==> src/rtl/imem_boot_ctrl_pkg.sv <==
`default_nettype none
// ============================================================================
//  Module      : imem_pkg
//  Description : Shared types, constants and helpers for the instruction
//                memory boot/fetch controller.
//  Revision    : 1.0  initial release
// ============================================================================
package imem_pkg;

    localparam int          IMEM_ADDR_W    = 8;
    localparam logic [31:0] IMEM_NOP_INSTR = 32'h0000_0013;  // addi x0,x0,0

    typedef enum logic [1:0] {
        IDLE    = 2'd0,
        LOAD    = 2'd1,
        RELEASE = 2'd2,
        RUN     = 2'd3
    } state_t;

    // A fetch faults when the PC is not word aligned or points past the
    // last word of a 2**addr_w deep memory.
    function automatic logic fetch_fault_f(input logic [31:0] addr, input int addr_w);
        logic [31:0] w_hi;
        w_hi = addr >> (addr_w + 2);
        return (addr[1:0] != 2'b00) || (w_hi != 32'd0);
    endfunction

endpackage
`default_nettype wire

==> src/rtl/imem_boot_ctrl_if.sv <==
`default_nettype none
// ============================================================================
//  Module      : imem_boot_ctrl_if
//  Description : Boot stream, memory write/read and CPU fetch signals of the
//                instruction memory boot controller.
//  Revision    : 1.0  initial release
// ============================================================================
interface imem_boot_ctrl_if
    import imem_pkg::*;
#(
    parameter int ADDR_W = IMEM_ADDR_W
);
    logic              boot_start;
    logic              rx_valid;
    logic [7:0]        rx_data;
    logic              rx_last;
    logic              rx_ready;
    logic              mem_we;
    logic [ADDR_W-1:0] mem_waddr;
    logic [31:0]       mem_wdata;
    logic [31:0]       fetch_addr;
    logic [ADDR_W-1:0] mem_raddr;
    logic [31:0]       mem_rdata;
    logic [31:0]       cpu_instr;
    logic              fetch_fault;
    logic              cpu_rst_n;
    logic [ADDR_W:0]   loaded_words;
    logic              overflow;

    // Controller side
    modport slave (
        input  boot_start, rx_valid, rx_data, rx_last, fetch_addr, mem_rdata,
        output rx_ready, mem_we, mem_waddr, mem_wdata, mem_raddr, cpu_instr,
               fetch_fault, cpu_rst_n, loaded_words, overflow
    );

    // Host / memory / CPU side
    modport master (
        output boot_start, rx_valid, rx_data, rx_last, fetch_addr, mem_rdata,
        input  rx_ready, mem_we, mem_waddr, mem_wdata, mem_raddr, cpu_instr,
               fetch_fault, cpu_rst_n, loaded_words, overflow
    );
endinterface
`default_nettype wire

==> src/rtl/imem_byte_packer.sv <==
`default_nettype none
// ============================================================================
//  Module      : imem_byte_packer
//  Description : Assembles little-endian bytes into 32-bit words, zero-filling
//                the unused upper bytes of a short final word.
//  Revision    : 1.0  initial release
// ============================================================================
module imem_byte_packer (
    input  wire logic        clk,
    input  wire logic        rst_n,
    input  wire logic        i_clear,
    input  wire logic        i_accept,
    input  wire logic [7:0]  i_byte,
    input  wire logic        i_last,
    output logic             o_word_valid,
    output logic [31:0]      o_word
);
    logic [1:0]  r_cnt;
    logic [31:0] r_word;
    logic [31:0] w_word;

    // Bytes already held sit below lane r_cnt and everything above is zero,
    // so the incoming byte can simply be OR-ed into its lane.
    assign w_word       = r_word | ({24'd0, i_byte} << {r_cnt, 3'b000});
    assign o_word_valid = i_accept && ((r_cnt == 2'd3) || i_last);
    assign o_word       = w_word;

    // Byte counter and assembly register; cleared on each emitted word.
    always_ff @(posedge clk or negedge rst_n) begin
        if (!rst_n) begin
            r_cnt  <= 2'd0;
            r_word <= 32'd0;
        end else if (i_clear || o_word_valid) begin
            r_cnt  <= 2'd0;
            r_word <= 32'd0;
        end else if (i_accept) begin
            r_cnt  <= r_cnt + 2'd1;
            r_word <= w_word;
        end
    end
endmodule
`default_nettype wire

==> src/rtl/imem_boot_ctrl.sv <==
`default_nettype none
// ============================================================================
//  Module      : imem_boot_ctrl
//  Description : Loads a program byte stream into instruction memory, holds
//                the CPU in reset while loading, then gates instruction fetch.
//  Revision    : 1.0  initial release
// ============================================================================
module imem_boot_ctrl
    import imem_pkg::*;
#(
    parameter int          ADDR_W    = IMEM_ADDR_W,
    parameter logic [31:0] NOP_INSTR = IMEM_NOP_INSTR
) (
    input  wire logic        clk,
    input  wire logic        rst_n,
    imem_boot_ctrl_if.slave  bus
);
    localparam logic [ADDR_W:0] C_DEPTH = (ADDR_W+1)'(1) << ADDR_W;

    state_t            r_state;
    state_t            w_next;
    logic              w_rx_ready;
    logic              w_accept;
    logic              w_word_valid;
    logic [31:0]       w_word;
    logic              w_full;
    logic              w_fault;
    logic [31:0]       w_cpu_instr;
    logic              w_fetch_fault;

    logic [ADDR_W:0]   r_wptr;
    logic              r_mem_we;
    logic [ADDR_W-1:0] r_mem_waddr;
    logic [31:0]       r_mem_wdata;
    logic              r_overflow;
    logic              r_cpu_rst_n;

    // boot_start wins over a byte in the same cycle, so the byte is refused.
    assign w_rx_ready = (r_state == LOAD) && !bus.boot_start;
    assign w_accept   = bus.rx_valid && w_rx_ready;
    assign w_full     = (r_wptr == C_DEPTH);
    assign w_fault    = fetch_fault_f(bus.fetch_addr, ADDR_W);

    imem_byte_packer u_packer (
        .clk          (clk),
        .rst_n        (rst_n),
        .i_clear      (bus.boot_start),
        .i_accept     (w_accept),
        .i_byte       (bus.rx_data),
        .i_last       (bus.rx_last),
        .o_word_valid (w_word_valid),
        .o_word       (w_word)
    );

    // State register.
    always_ff @(posedge clk or negedge rst_n) begin
        if (!rst_n) begin
            r_state <= IDLE;
        end else begin
            r_state <= w_next;
        end
    end

    // Next-state and fetch-gating outputs.
    always_comb begin
        w_next        = r_state;
        w_cpu_instr   = NOP_INSTR;
        w_fetch_fault = 1'b0;
        case (r_state)
            IDLE:    w_next = IDLE;
            LOAD:    if (w_accept && bus.rx_last) w_next = RELEASE;
            RELEASE: w_next = RUN;
            RUN: begin
                w_fetch_fault = w_fault;
                w_cpu_instr   = w_fault ? NOP_INSTR : bus.mem_rdata;
            end
            default: w_next = IDLE;
        endcase
        if (bus.boot_start) begin
            w_next = LOAD;
        end
    end

    // Memory write port, word pointer, overflow flag and CPU reset.
    always_ff @(posedge clk or negedge rst_n) begin
        if (!rst_n) begin
            r_wptr      <= '0;
            r_mem_we    <= 1'b0;
            r_mem_waddr <= '0;
            r_mem_wdata <= 32'd0;
            r_overflow  <= 1'b0;
            r_cpu_rst_n <= 1'b0;
        end else begin
            r_mem_we <= 1'b0;
            if (bus.boot_start) begin
                r_wptr      <= '0;
                r_overflow  <= 1'b0;
                r_cpu_rst_n <= 1'b0;
            end else begin
                // Once the memory is full, bytes are still drained but dropped.
                if (w_word_valid && !w_full) begin
                    r_mem_we    <= 1'b1;
                    r_mem_waddr <= r_wptr[ADDR_W-1:0];
                    r_mem_wdata <= w_word;
                    r_wptr      <= r_wptr + 1'b1;
                end
                if (w_accept && w_full) begin
                    r_overflow <= 1'b1;
                end
                if (r_state == RELEASE) begin
                    r_cpu_rst_n <= 1'b1;
                end
            end
        end
    end

    assign bus.rx_ready     = w_rx_ready;
    assign bus.mem_we       = r_mem_we;
    assign bus.mem_waddr    = r_mem_waddr;
    assign bus.mem_wdata    = r_mem_wdata;
    assign bus.mem_raddr    = bus.fetch_addr[ADDR_W+1:2];
    assign bus.cpu_instr    = w_cpu_instr;
    assign bus.fetch_fault  = w_fetch_fault;
    assign bus.cpu_rst_n    = r_cpu_rst_n;
    assign bus.loaded_words = r_wptr;
    assign bus.overflow     = r_overflow;
endmodule
`default_nettype wire

==> src/flat_wrapper.sv <==
// flat-port wrapper written by rule: the top's interface ports become plain ports
module imem_boot_ctrl_flat import imem_pkg::*;
#(
    parameter int          ADDR_W    = IMEM_ADDR_W,
    parameter logic [31:0] NOP_INSTR = IMEM_NOP_INSTR
)
  (clk, rst_n, bus_boot_start, bus_rx_valid, bus_rx_data, bus_rx_last, bus_fetch_addr, bus_mem_rdata, bus_rx_ready, bus_mem_we, bus_mem_waddr, bus_mem_wdata, bus_mem_raddr, bus_cpu_instr, bus_fetch_fault, bus_cpu_rst_n, bus_loaded_words, bus_overflow);
  imem_boot_ctrl_if #(.ADDR_W(ADDR_W)) bus_i ();
  input  wire logic clk;
  input  wire logic rst_n;
  input wire logic [$bits(bus_i.boot_start)-1:0] bus_boot_start;
  input wire logic [$bits(bus_i.rx_valid)-1:0] bus_rx_valid;
  input wire logic [$bits(bus_i.rx_data)-1:0] bus_rx_data;
  input wire logic [$bits(bus_i.rx_last)-1:0] bus_rx_last;
  input wire logic [$bits(bus_i.fetch_addr)-1:0] bus_fetch_addr;
  input wire logic [$bits(bus_i.mem_rdata)-1:0] bus_mem_rdata;
  output wire logic [$bits(bus_i.rx_ready)-1:0] bus_rx_ready;
  output wire logic [$bits(bus_i.mem_we)-1:0] bus_mem_we;
  output wire logic [$bits(bus_i.mem_waddr)-1:0] bus_mem_waddr;
  output wire logic [$bits(bus_i.mem_wdata)-1:0] bus_mem_wdata;
  output wire logic [$bits(bus_i.mem_raddr)-1:0] bus_mem_raddr;
  output wire logic [$bits(bus_i.cpu_instr)-1:0] bus_cpu_instr;
  output wire logic [$bits(bus_i.fetch_fault)-1:0] bus_fetch_fault;
  output wire logic [$bits(bus_i.cpu_rst_n)-1:0] bus_cpu_rst_n;
  output wire logic [$bits(bus_i.loaded_words)-1:0] bus_loaded_words;
  output wire logic [$bits(bus_i.overflow)-1:0] bus_overflow;
  assign bus_i.boot_start = bus_boot_start;
  assign bus_i.rx_valid = bus_rx_valid;
  assign bus_i.rx_data = bus_rx_data;
  assign bus_i.rx_last = bus_rx_last;
  assign bus_i.fetch_addr = bus_fetch_addr;
  assign bus_i.mem_rdata = bus_mem_rdata;
  assign bus_rx_ready = bus_i.rx_ready;
  assign bus_mem_we = bus_i.mem_we;
  assign bus_mem_waddr = bus_i.mem_waddr;
  assign bus_mem_wdata = bus_i.mem_wdata;
  assign bus_mem_raddr = bus_i.mem_raddr;
  assign bus_cpu_instr = bus_i.cpu_instr;
  assign bus_fetch_fault = bus_i.fetch_fault;
  assign bus_cpu_rst_n = bus_i.cpu_rst_n;
  assign bus_loaded_words = bus_i.loaded_words;
  assign bus_overflow = bus_i.overflow;
  imem_boot_ctrl #(.ADDR_W(ADDR_W), .NOP_INSTR(NOP_INSTR)) u_core (.clk(clk), .rst_n(rst_n), .bus(bus_i));
endmodule
==> config.mk <==
export PLATFORM = sky130hd
export DESIGN_NAME = imem_boot_ctrl_flat
export DESIGN_NICKNAME = d
export VERILOG_FILES = /design/src/rtl/imem_boot_ctrl_pkg.sv /design/src/rtl/imem_boot_ctrl_if.sv /design/src/rtl/imem_byte_packer.sv /design/src/rtl/imem_boot_ctrl.sv /design/src/flat_wrapper.sv
export SDC_FILE = /design/constraint.sdc
export NUM_CORES = 1
export LEC_CHECK = 0
export ABC_CLOCK_PERIOD_IN_PS = 3200
export BUFFER_PORTS_ARGS = -buffer_cell sky130_fd_sc_hd__buf_4
export CAP_MARGIN = 20
export CORE_ASPECT_RATIO = 0.75
export CORE_MARGIN = 2
export CORE_UTILIZATION = 25
export CTS_CLUSTER_DIAMETER = 50
export DETAILED_ROUTE_END_ITERATION = 7
export PLACE_DENSITY = 0.45
export SLEW_MARGIN = 15
export SYNTH_ARGS = -nofsm -noshare
export SYNTH_HDL_FRONTEND = slang
export SYNTH_SLANG_ARGS = --single-unit
==> constraint.sdc <==
create_clock -name clk -period 3.2 [get_ports clk]
set_clock_uncertainty 0.15 [all_clocks]
set_input_delay 0.96 -clock clk [delete_from_list [all_inputs] [get_ports clk]]
set_output_delay 0.96 -clock clk [all_outputs]
set_load 0.01 [all_outputs]
# [Word-level counts from Yosys, hierarchy flattened]
# Index checks and enable logic that the tools add are counted.
[classes] n_addsub=2 n_eq_ne=6 shifts=1 mux=18 bitwise=2 reduce_logical=21
[op_table] op="$mux W32" count=4
[op_table] op="$or A32 B32 Y32" count=1
[op_table] op="$reduce_bool A32 Y1" count=1
[op_table] op="$shl A8 B5 Y32" count=1
[op_table] op="$mux W9" count=2
[op_table] op="$reduce_bool A2 Y1" count=5
[op_table] op="$add A9 B1 Y9 const B" count=1
[op_table] op="$eq A9 B9 Y1 const B" count=1
[op_table] op="$mux W2" count=4
[op_table] op="$mux W1" count=7
[op_table] op="$eq A2 B2 Y1 const B" count=3
[op_table] op="$logic_and A1 B1 Y1" count=6
[op_table] op="$pmux W2 S3" count=1
[op_table] op="$reduce_and A2 Y1" count=2
[op_table] op="$reduce_bool A4 Y1" count=1
[op_table] op="$logic_or A1 B1 Y1" count=3
[op_table] op="$ne A3 B3 Y1 const B" count=1
[op_table] op="$add A2 B1 Y2 const B" count=1
[op_table] op="$eq A2 B1 Y1 const B" count=1
[op_table] op="$logic_not A1 Y1" count=2
[op_table] op="$logic_not A2 Y1" count=1
[op_table] op="$not A1 Y1" count=1
[totals] ff_bits=88 input_bits=77 out_inout_bits=94 wordCells=59

# [Depth between registers and ports, before layout]
[depth] ltp_word=7 ltp_mapped=10 mapped_depth_nobuf=7

# [By module]
# Synthesis repeated with hierarchy kept, for this count alone.
[unflattened] hier_cells=400 area_unflattened_um2=4490.6
[by_module_without_submodules] module="imem_boot_ctrl" instances=1 cells_each=250 area_per_inst_um2=2890.3 seq_area_each_um2=1351.3
[by_module_without_submodules] module="imem_byte_packer" instances=1 cells_each=150 area_per_inst_um2=1600.3 seq_area_each_um2=850.8

# [Worst setup path after synthesis]
# OpenSTA, ideal clock, no wires.
[synth_path] path_kind="input-to-output" from="in bus_fetch_addr[11]" to="out bus_cpu_instr[10]" t_arrival_ns=2.134 t_required_ns=2.090 slack_ns=-0.044 stages=5 path_buffers=1 path_cell_list="nor4_1 > nand4_1 > nor3_1 > clkbuf_1 > and2_1"
[synth_via] elab_chain_cells=4
[synth_rtl] element="start: declaration" line="flat_wrapper.sv:15" text="input wire logic [$bits(bus_i.fetch_addr)-1:0] bus_fetch_addr;"
[synth_rtl] element="$reduce_bool A32 Y1" line="imem_boot_ctrl_pkg.sv:25" text="return (addr[1:0] != 2'b00) || (w_hi != 32'd0);"
[synth_rtl] element="$logic_or A1 B1 Y1" line="imem_boot_ctrl_pkg.sv:25"
[synth_rtl] element="$mux W32" line="imem_boot_ctrl.sv:75" text="w_cpu_instr = w_fault ? NOP_INSTR : bus.mem_rdata;"
[synth_rtl] element="$mux W32" line="imem_boot_ctrl.sv:69" text="case (r_state)"
[synth_rtl] element="end: declaration" line="flat_wrapper.sv:22" text="output wire logic [$bits(bus_i.cpu_instr)-1:0] bus_cpu_instr;"
# Every way passes these cells.

# [Final worst setup path]
[layout_path] from="in bus_fetch_addr[11]" to="out bus_cpu_instr[13]"
# Same word-level chain as after synthesis.

==> impl_results.html <==
<table>
<tr><th>Metric</th><th>Value</th></tr>
<tr><th colspan="2">Route</th></tr>
<tr><td>Number of DRC markers in iteration 0</td><td>~140</td></tr>
<tr><td>Average detailed-routed wire length per instance</td><td>15.9 um</td></tr>
<tr><td>DR DRC count</td><td>0</td></tr>
<tr><td>Total Routed Length</td><td>approximately 12 mm</td></tr>
<tr><td>Count of nets left with antenna violations after detail routing</td><td>0</td></tr>
<tr><td>First drt pass iteration count</td><td>4</td></tr>
<tr><td>Vias</td><td>~3500</td></tr>
<tr><td>Via density per instance</td><td>about 4.5</td></tr>
<tr><th colspan="2">Timing</th></tr>
<tr><td>Clock period minus final worst setup slack</td><td>approximately 3.4 ns</td></tr>
<tr><td>Slew headroom</td><td>roughly half</td></tr>
<tr><td>Fmax</td><td>about 0.29 GHz</td></tr>
<tr><td>Actual transition at the worst max-transition pin</td><td>roughly 0.75 ns</td></tr>
<tr><td>Number of setup violations in the final report</td><td>32</td></tr>
<tr><td>Hold violation total from the final report</td><td>0</td></tr>
<tr><td>Fin. max-slew vios</td><td>0</td></tr>
<tr><td>Part of the cycle the worst path needs</td><td>106%</td></tr>
<tr><td>Unrepaired setup endpoints after global routing</td><td>yes</td></tr>
<tr><td>Fin worst setup slack</td><td>-0.191 ns</td></tr>
<tr><th colspan="2">Finish</th></tr>
<tr><td>Cell area after layout</td><td>0.00604 sq mm</td></tr>
<tr><td>Final layout net count</td><td>645</td></tr>
<tr><td>Growth of design area from synthesis to finish</td><td>49.3%</td></tr>
<tr><td>Share of cells above drive strength 1</td><td>40.1%</td></tr>
<tr><td>Sequential cell area</td><td>0.00220 sq mm</td></tr>
<tr><td>Antenna cells</td><td>0</td></tr>
<tr><td>Area taken by multi-input logic gates</td><td>about 0.0018 sq mm</td></tr>
<tr><td>Filler cell count in the final layout</td><td>approximately 1600</td></tr>
<tr><th colspan="2">Placed design</th></tr>
<tr><td>Post-Place Worst Slack</td><td>-0.259 ns</td></tr>
<tr><td>Area after detailed placement</td><td>roughly 0.0054 sq mm</td></tr>
<tr><td>Detailed-placement wirelength estimate</td><td>~8.6 mm</td></tr>
<tr><td>Routability cong.</td><td>0.827</td></tr>
<tr><td># port buffers</td><td>154</td></tr>
<tr><th colspan="2">GRT</th></tr>
<tr><td>Total global-route track usage</td><td>13.8%</td></tr>
<tr><td>First-pass GRT wire length</td><td>18.3 mm</td></tr>
<tr><td>Maximum number of pins on one net before global-route repair</td><td>between 60 and 70</td></tr>
<tr><td>Number of global-route vias before repair</td><td>3352</td></tr>
<tr><td>Initial antenna violation count</td><td>0</td></tr>
<tr><td>Total grt overflow</td><td>0</td></tr>
<tr><th colspan="2">Synth</th></tr>
<tr><td>Most frequent cells after synthesis</td><td>88 x sky130_fd_sc_hd__dfrtp_1, 60 x sky130_fd_sc_hd__a21oi_1, 47 x sky130_fd_sc_hd__nand2_1</td></tr>
<tr><td>Post-synthesis cell type count</td><td>38</td></tr>
<tr><td>Area fraction of the dominant cell type after synthesis</td><td>54.4%</td></tr>
<tr><td>Share of synthesized flip-flops with an asynchronous set or reset</td><td>between 90% and 100%</td></tr>
<tr><td>Synth top area cells</td><td>sky130_fd_sc_hd__dfrtp_1 54%, sky130_fd_sc_hd__a21oi_1 7.4%, sky130_fd_sc_hd__and2_1 4.6%, sky130_fd_sc_hd__nand2_1 4.4%, sky130_fd_sc_hd__o21ai_0 4.1%</td></tr>
<tr><td>Number of warning messages in the yosys log</td><td>0</td></tr>
<tr><td>Net Count, Synth</td><td>slightly above 500</td></tr>
<tr><td>Netlist area before placement</td><td>just over 0.004 sq mm</td></tr>
<tr><td>Share of the yosys chip area belonging to registers</td><td>between 50% and 60%</td></tr>
<tr><td>Total of flip-flops plus latches after synthesis</td><td>around 90</td></tr>
<tr><td>Prevailing post-synth register cell</td><td>sky130_fd_sc_hd__dfrtp_1</td></tr>
<tr><td>Average footprint of a synthesized cell</td><td>between 9 and 10 sq um</td></tr>
<tr><td>Post-Syn Instances</td><td>420</td></tr>
<tr><td>Most repeated cell in the gate-level netlist after synthesis</td><td>sky130_fd_sc_hd__dfrtp_1</td></tr>
<tr><td>Library cell occupying the most area in the post-synthesis netlist</td><td>sky130_fd_sc_hd__dfrtp_1</td></tr>
<tr><td>Post-synth EDFFs</td><td>0</td></tr>
<tr><th colspan="2">Worst setup path</th></tr>
<tr><td>List of cells traversed by the critical path</td><td>buf_4 -&gt; nor4_4 -&gt; nand4_1 -&gt; nor3_4 -&gt; buf_6 -&gt; clkbuf_16 -&gt; and2_4 -&gt; buf_6</td></tr>
<tr><td>Required time of the worst setup path</td><td>between 2 and 2.5 ns</td></tr>
<tr><td>Family with the most delay on the worst path</td><td>simple AND/OR/NAND/NOR gates</td></tr>
<tr><td>Worst-path maximum fanout</td><td>8</td></tr>
<tr><td>Kind of capture point of the worst setup path</td><td>output port</td></tr>
<tr><td>Delay of the slowest cell on the worst path</td><td>around 0.26 ns</td></tr>
<tr><td>CP max stage cell</td><td>sky130_fd_sc_hd__nor4_4</td></tr>
<tr><td>CP dominant cell by count</td><td>sky130_fd_sc_hd__buf_6</td></tr>
<tr><td>CP Data Arrival Time</td><td>roughly 2.3 ns</td></tr>
<tr><td>Launching element type of the critical path</td><td>input port</td></tr>
<tr><td>WP buf/inv</td><td>4</td></tr>
<tr><td>Crit Path Class</td><td>input port to output port</td></tr>
<tr><th colspan="2">Die</th></tr>
<tr><td>Count of pins on the block boundary</td><td>~170</td></tr>
<tr><td>Floorplan Core Area</td><td>between 0.015 and 0.02 sq mm</td></tr>
<tr><td>Initial standard-cell utilization of the core</td><td>about a quarter</td></tr>
<tr><td>Floorplan row count</td><td>40</td></tr>
<tr><td>Total die area</td><td>around 0.017 sq mm</td></tr>
<tr><td>Chip Height</td><td>between 100 and 150 um</td></tr>
<tr><td>Die width</td><td>151 um</td></tr>
<tr><th colspan="2">CTS</th></tr>
<tr><td>Maximum buffer depth of the clock tree</td><td>2</td></tr>
<tr><td>Clock buffer count from CTS</td><td>9</td></tr>
<tr><td>TritonCTS clock tree</td><td>done</td></tr>
<tr><td>H-tree levels</td><td>3</td></tr>
<tr><td>Clock-pin slew on the worst setup and hold paths</td><td>roughly 0.060 ns</td></tr>
<tr><td>Clock sink count</td><td>between 80 and 90</td></tr>
<tr><td>Root Buffer Master</td><td>sky130_fd_sc_hd__clkbuf_16</td></tr>
<tr><td>Skew-Pair Late Insertion Delay</td><td>0.33 ns</td></tr>
<tr><th colspan="2">Power</th></tr>
<tr><td>IR Drop Worst-Case VDD</td><td>approximately 0.28 mV</td></tr>
<tr><td>Overall Power</td><td>between 3 and 4 mW</td></tr>
<tr><td>Pwr dens</td><td>526 mW/mm^2</td></tr>
<tr><td>Leakage</td><td>between 2 and 3 nW</td></tr>
<tr><th colspan="2">Min path</th></tr>
<tr><td>Hold crit path type</td><td>flip-flop to flip-flop</td></tr>
<tr><th colspan="2">Status</th></tr>
<tr><td>Status</td><td>finished with violations</td></tr>
<tr><td>Violated checks</td><td>negative setup slack</td></tr>
<tr><th colspan="2">Flow run</th></tr>
<tr><td>Max-cap check violation count</td><td>0</td></tr>
</table>
==> sequential cells by signal, indices dropped and copies added (netlist names) <==
| signal | count |
|---|---|
| u_core.r_state | 2 |
| u_core.bus.mem_we | 1 |
| u_core.bus.mem_wdata | 32 |
| u_core.bus.cpu_rst_n | 1 |
| u_core.u_packer.r_cnt | 2 |
| u_core.bus.mem_waddr | 8 |
| u_core.bus.overflow | 1 |
| u_core.u_packer.r_word | 32 |
| u_core.bus.loaded_words | 9 |
==> worst reg2reg max path: stages (launching register included) <==
cell,delay (ns)
sky130_fd_sc_hd__dfrtp_1,0.47
sky130_fd_sc_hd__inv_1,0.12
sky130_fd_sc_hd__ha_1,0.15
sky130_fd_sc_hd__or4b_1,0.50
sky130_fd_sc_hd__o221ai_4,0.49
sky130_fd_sc_hd__buf_4,0.49
sky130_fd_sc_hd__o21ai_0,0.19
==> per-layer routing <==
metal	routed length (um)	track usage [%]	up-vias
met4	163	3.12	0
met5	0	0	-
li1	-	-	1709
met3	612	3.23	18
met1	5930	20.0	1693
met2	5610	20.9	96
==> metrics by stage <==
stage | hold slack (ns) | TNS [ns] | utilization [%] | cells
final | 0.327 | -5.58 | 37.9 | 776
after detailed placement | 0.322 | -7.72 | 33.6 | 755
after CTS | 0.337 | -2.67 | 36.1 | 771
after global routing | 0.367 | -8.21 | 37.9 | 776
after floorplan | 0.313 | 0 | - | 420
after global placement | 0.315 | -8.87 | 33.6 | 755
==> worst paths after layout <==
check                           depth (start not counted)                        to  slack, ns                        from
worst max-delay path                                    8         bus_cpu_instr[13]      -0.19          bus_fetch_addr[11]
worst min-delay path                                    2   u_core.bus.mem_wdata[0]       0.33     u_core.bus.mem_wdata[0]
worst max register to register                          6  u_core.bus.mem_wdata[16]       0.50  u_core.bus.loaded_words[0]
worst min register to register                          2   u_core.bus.mem_wdata[0]       0.33     u_core.bus.mem_wdata[0]
max in group asynchronous                               2   u_core.bus.mem_waddr[0]       1.88                       rst_n
min in group asynchronous                               1  u_core.bus.mem_wdata[27]       0.36                       rst_n
==> where the power goes <==
group | switching [mW] | total, mW | internal, mW | leakage [nW]
clock network | 0.440 | 1.15 | 0.708 | 0.159
registers | 0.0897 | 1.33 | 1.24 | 1.20
logic | 0.381 | 0.699 | 0.318 | 1.54
total | 0.910 | 3.17 | 2.26 | 2.90
==> cell usage in the layout (no fill, tap or decap), types with 2 or more instances in the layout <==
cell                        netlist  final
sky130_fd_sc_hd__o21ai_0         33     33
sky130_fd_sc_hd__mux2i_1          4      4
sky130_fd_sc_hd__nor4_4           0      6
sky130_fd_sc_hd__clkbuf_16        0     11
sky130_fd_sc_hd__nor4_1           8      2
sky130_fd_sc_hd__bufinv_16        0      2
sky130_fd_sc_hd__ha_1             7      7
sky130_fd_sc_hd__dfrtp_1         88     88
sky130_fd_sc_hd__nand4_1          2      2
sky130_fd_sc_hd__nor3_1           6      5
sky130_fd_sc_hd__nor2_1          39     37
sky130_fd_sc_hd__a22o_1           8      8
sky130_fd_sc_hd__a21oi_1         60     60
sky130_fd_sc_hd__buf_12           0      2
sky130_fd_sc_hd__and2_1          30      8
sky130_fd_sc_hd__nor2b_1          7      7
sky130_fd_sc_hd__mux2_2           6      6
sky130_fd_sc_hd__nand3_1          5      5
sky130_fd_sc_hd__o21ai_2          3      3
sky130_fd_sc_hd__a31oi_1          4      4
sky130_fd_sc_hd__buf_6            3     32
sky130_fd_sc_hd__buf_4            9    131
sky130_fd_sc_hd__nand2b_1         3      3
sky130_fd_sc_hd__and2_4           0     22
sky130_fd_sc_hd__o31ai_1          2      2
sky130_fd_sc_hd__inv_1            8      8
sky130_fd_sc_hd__nand2_1         47     46
==> logic make-up after synthesis <==
kind of cell / count (synthesis) / share of synthesized area, %
AO/OA/AOI/OAI: 116 / 16.2
XOR/XNOR: 1 / 0.217
adder cells (fa/ha/maj): 7 / 2.17
buffers and inverters: 46 / 6.06
flip-flops: 88 / 54.4
multiplexers: 10 / 2.66
AND/OR/NAND/NOR: 152 / 18.2
==> cell type report <==
type / count / share of cell area [%]
Clock inverter: 6 / 1.49
Inverter: 9 / 0.559
Timing Repair Buffer: 167 / 23.7
Sequential cell: 88 / 36.5
Clock buffer: 10 / 3.96
Tap cell: 210 / 4.35
Multi-Input combinational cell: 286 / 29.4
==> what timing repair did <==
item                                    CTS  global route
endpoints found under the setup margin   33            33
hold buffers                              0             0
setup buffers                             0             3
gates cloned                              0             3
pin swaps                                 2            24
resized for setup                         9            61
(Power assumes the default switching activity.)
